File: src/rtl/tdm_pkg.sv
// tdm_pkg: shared slot-count constants and framing state type for the TDM demux
package tdm_pkg;
  localparam int NUM_SLOTS = 4;
  localparam int SLOT_W = 2;
  typedef enum logic {HUNT, LOCK} state_t;
endpackage

File: src/rtl/tdm_slot_ctr.sv
// tdm_slot_ctr: mod-4 slot counter with clear, load-1 and increment controls
module tdm_slot_ctr
  import tdm_pkg::*;
(
  input  logic              clk,
  input  logic              rst_n,
  input  logic              inc,
  input  logic              clr,
  input  logic              ld1,
  output logic [SLOT_W-1:0] slot
);
  always_ff @(posedge clk or negedge rst_n)
    if (!rst_n) slot <= '0;
    else slot <= clr ? '0 : ld1 ? SLOT_W'(1) : inc ? slot + SLOT_W'(1) : slot;
endmodule

File: src/rtl/tdm_demux_1_4.sv
// tdm_demux_1_4: frame-synchronised 1-to-4 TDM demultiplexer with HUNT/LOCK framing
module tdm_demux_1_4
  import tdm_pkg::*;
#(
  parameter int W = 1
) (
  input  logic         clk,
  input  logic         rst_n,
  input  logic [W-1:0] y,
  input  logic         valid_in,
  input  logic         frame_sync,
  output logic [W-1:0] d0,
  output logic [W-1:0] d1,
  output logic [W-1:0] d2,
  output logic [W-1:0] d3,
  output logic         sel1,
  output logic         sel0,
  output logic         frame_valid,
  output logic         locked,
  output logic         sync_err
);
  localparam logic [SLOT_W-1:0] LAST = SLOT_W'(NUM_SLOTS - 1);
  state_t state;
  logic [SLOT_W-1:0] slot;
  logic [W-1:0] s0, s1, s2;
  logic inc, clr, ld1;
  always_comb begin
    ld1 = valid_in && frame_sync;
    clr = valid_in && !frame_sync && state == LOCK && slot == '0;
    inc = valid_in && !frame_sync && state == LOCK && slot != '0;
  end
  tdm_slot_ctr u_ctr (
    .clk  (clk),
    .rst_n(rst_n),
    .inc  (inc),
    .clr  (clr),
    .ld1  (ld1),
    .slot (slot)
  );
  always_ff @(posedge clk or negedge rst_n)
    if (!rst_n) begin
      state       <= HUNT;
      s0          <= '0;
      s1          <= '0;
      s2          <= '0;
      d0          <= '0;
      d1          <= '0;
      d2          <= '0;
      d3          <= '0;
      frame_valid <= 1'b0;
      sync_err    <= 1'b0;
    end else begin
      frame_valid <= 1'b0;
      sync_err    <= 1'b0;
      if (valid_in && frame_sync) begin
        state    <= LOCK;
        s0       <= y;
        sync_err <= state == LOCK && slot != '0;
      end else if (valid_in && state == LOCK) begin
        state <= slot == '0 ? HUNT : LOCK;
        sync_err <= slot == '0;
        s1 <= slot == SLOT_W'(1) ? y : s1;
        s2 <= slot == SLOT_W'(2) ? y : s2;
        if (slot == LAST) begin
          d0          <= s0;
          d1          <= s1;
          d2          <= s2;
          d3          <= y;
          frame_valid <= 1'b1;
        end
      end
    end
  assign locked = state == LOCK;
  assign sel1 = slot[1];
  assign sel0 = slot[0];
endmodule

File: config.mk
export PLATFORM = sky130hd
export DESIGN_NAME = tdm_demux_1_4
export DESIGN_NICKNAME = d
export VERILOG_FILES = /design/src/rtl/tdm_pkg.sv /design/src/rtl/tdm_slot_ctr.sv /design/src/rtl/tdm_demux_1_4.sv
export SDC_FILE = /design/constraint.sdc
export NUM_CORES = 1
export LEC_CHECK = 0
export ABC_CLOCK_PERIOD_IN_PS = 1340
export BUFFER_PORTS_ARGS = -buffer_cell sky130_fd_sc_hd__buf_2
export CORE_AREA = 5 5 42 44
export CTS_BUF_LIST = sky130_fd_sc_hd__clkbuf_8
export CTS_CLUSTER_DIAMETER = 30
export DETAILED_ROUTE_END_ITERATION = 7
export DIE_AREA = 0 0 47 49
export GPL_ROUTABILITY_DRIVEN = 0
export GPL_TIMING_DRIVEN = 0
export PLACE_DENSITY = 0.74
export SYNTH_ARGS = -nofsm -noshare
export SYNTH_HDL_FRONTEND = slang
export SYNTH_SLANG_ARGS = --single-unit
File: constraint.sdc
create_clock -name clk -period 1.34 [get_ports clk]
set_clock_uncertainty 0.2 [all_clocks]
set_input_delay 0.268 -clock clk [delete_from_list [all_inputs] [get_ports clk]]
set_output_delay 0.268 -clock clk [all_outputs]
set_load 0.01 [all_outputs]
==> flow_summary_export.csv <==
group,metric,value,unit
power,power_frac_seq,39.5,%
sta,fin_hold_ws,122,ps
worst_setup_path,crit-reg2reg-launch,"u_ctr.slot[0]",
power,switching_power,0.529,mW
worst_setup_path,crit_arrival,1340,ps
cts,cts_tree,"yes",
drt,drtPass1Iterations,4,
power,powerDensity,2060,nW/um^2
finish,final_cell_mix,"buf_2 (11), dfrtp_1 (9), mux2_2 (6)",
yosys,syn_nets,51,
cts,cts-root-buf,"clkbuf_8",
sta,hold_viol,0,
floorplanning,fp-row-count,14,
drt,drcViolationCount,0,
yosys,synth.yosys.seq_area_share,52.2,%
yosys,yosysTopAreaCellShare,52.2,%
power,switching_share,32.5,%
finish,mostFrequentLayoutCell,"buf_2",
global_route,grt_pass1_vias,373,
power,peakVddDrop,0.000915,V
drt,viasPerCell,5.21,
worst_setup_path,end_kind,"flop",
cts,htreeDepth,1,
yosys,synth-edff-count,0,
yosys,synthCells,42,
worst_setup_path,crit_type,"reg2reg",
sta,rsz0062_at_grt,"yes",
worst_setup_path,cp_data_required_time,1250,ps
sta,finalSetupViolCount,10,
drt,antenna_left,0,
yosys,yosys.area.top_type,"dfrtp_1",
global_route,grt_max_degree,13,
yosys,synth-warning-count,0,
finish,antennaDiodeCount,0,
drt,drt_wl_total,1.08,mm
finish,drive_above_1_share,61.3,%
floorplanning,dieArea,2300,sq um
worst_setup_path,reg2reg_depth,4,
run_status,status,"finished with violations",
global_route,antenna_found_initial,0,
yosys,synth.ff_latch_count,12,
drt,wl_per_cell,13.8,um
floorplanning,die_w,47,um
sta,slew_headroom,81.6,%
drt,drt_iter0_drc,8,
global_route,grt_first_pass_wirelength,1.63,mm
power,p_clk_share,19.2,%
cts,clkTransAtPathRegs,50,ps
sta,finalCriticalPeriod,1430,ps
worst_setup_path,reg2reg_setup_slack,-90,ps
min_path,min_path_type,"in2reg",
cts,cts_made_buffers,3,
cts,clk_latency,230,ps
finish,instances_no_fill,78,
place,dp_cells,70,
place,io_buffers,12,
sta,fin_crit_sh,107,%
worst_setup_path,r2r-end,"u_ctr.slot[0]",
sta,setup_ws,-90.7,ps
power,cell_internal_pwr,1.10,mW
flow_run,maxCapViolCount,0,
finish,fillerInstances,132,
sta,drv_slew,0,
yosys,synth_area_leaders,"dfrtp_1 (52%), mux2_2 (14%), ha_1 (8.7%), nand4b_1 (4.6%), nand4b_4 (4.1%)",
power,leakagePower,0.395,nW
floorplanning,die_h,49,um
place,dp_hpwl,692,um
power,p_comb_share,41.3,%
sta,worst_slew_pin_slew,276,ps
worst_setup_path,startpoint_type,"flop",
cts,clk_path_buf_depth,2,
worst_setup_path,cp-endpoint,"u_ctr.slot[0]",
worst_setup_path,crit_start,"u_ctr.slot[0]",
run_status,violations,"negative setup slack",
sta,tns,-700,ps
global_route,grt-ovfl-total,0,
yosys,syn-cell-area,576,sq um
finish,num-nets-final,73,
floorplanning,core_area,1400,sq um
worst_setup_path,cp_max_fo,4,
floorplanning,ios,14,
yosys,ys_async_sr_fraction,100,%
yosys,yosysUniqueCellTypes,16,
global_route,grt_util_all_layers,9.75,%
finish,areaGrowthSynthToFinish,37.4,%
yosys,syn_area_per_cell,13.7,sq um
floorplanning,initial_core_util,41.1,%
drt,dr_total_vias,406,
sta,max_freq,0.699,GHz
yosys,ys.flop_type,"dfrtp_1",
cts,cts.sinks,12,
==> layout make-up <==
cell class,instances,area [sq um],share of cell area [%]
timing repair buffer,17,116,14.7
sequential,12,304,38.4
tap,16,20.0,2.53
inverter,3,13.8,1.74
multi-input combinational,25,283,35.8
clock buffer,3,41.3,5.22
buffer,2,12.5,1.58
==> worst min-delay path by stage <==
stage                from  endpoint  slack, ps  cells past startpoint
finish                  y        s1        120                      2
floorplan           rst_n        d0       -230                      0
global placement    rst_n        d1        -50                      1
global route            y        s1        130                      2
detailed placement  rst_n        d1        -40                      1
CTS                     y        d3        120                      2
==> layer usage <==
layer | global-route usage [%] | share of wire (%) | vias up
met5 | 0 | 0 | -
met4 | 5.53 | 2.0 | 0
met2 | 15.2 | 49 | 15
met1 | 12.5 | 43 | 197
met3 | 1.11 | 6.3 | 2
li1 | - | - | 192
==> synth_stat cells, types with 3 or more instances <==
cell,n
nand4b_1,3
mux2_2,7
inv_1,3
nand2_1,3
ha_1,4
dfrtp_1,12
==> registers in the layout, indices dropped and copies added, names as in the netlist <==
name	count
d3	1
s0	1
d0	1
s1	1
sync_err	1
s2	1
d2	1
u_ctr.slot	2
d1	1
frame_valid	1
locked	1
==> logic make-up (layout without fill, tap and decap cells) <==
kind of cell               count (synthesis)  count (layout)  synth area share [%]
xor gates and xnor gates                   1               1                  1.52
AOI/OAI and AO/OA                          3               3                  4.78
muxes                                      7               7                  13.7
adders and majority gates                  4               4                  8.70
buffers and inverters                      5              25                  4.13
and+or+nand+nor                           10              10                  15.0
DFF                                       12              12                  52.2
==> metrics by stage <==
| step | power [mW] | setup slack, ps | util, % | area (sq um) |
|---|---|---|---|---|
| after CTS | 1.59 | -79.8 | 54.7 | 767 |
| after global placement | 1.16 | -74.1 | 48.3 | 677 |
| after detailed placement | 1.18 | -106 | 48.3 | 677 |
| final | 1.63 | -90.7 | 56.4 | 791 |
| after floorplan | 0.986 | -60.7 | - | 597 |
| after global routing | 1.74 | -133 | 56.4 | 791 |
==> power by group through the flow <==
stage	Combinational, mW	Clock (mW)	Sequential (mW)
finish	0.674	0.313	0.643
global route	0.739	0.337	0.659
CTS	0.638	0.322	0.631
detailed placement	0.544	0	0.634
global placement	0.526	0	0.631
floorplan	0.316	0	0.670
==> critical path: stages, from the launching register on <==
cell      delay [ps]
dfrtp_2          450
inv_2            100
ha_4             140
and4bb_1         170
a221o_1          260
==> repair_timing <==
| action | in CTS | in global routing |
|---|---|---|
| hold buffers | 1 | 0 |
| buffers inserted | 3 | 1 |
| hold endpoints to repair | 12 | 0 |
| resized for setup | 5 | 2 |
| setup endpoints to repair | 8 | 12 |
| pin swaps | 3 | 1 |
(Power assumes the default switching activity.)
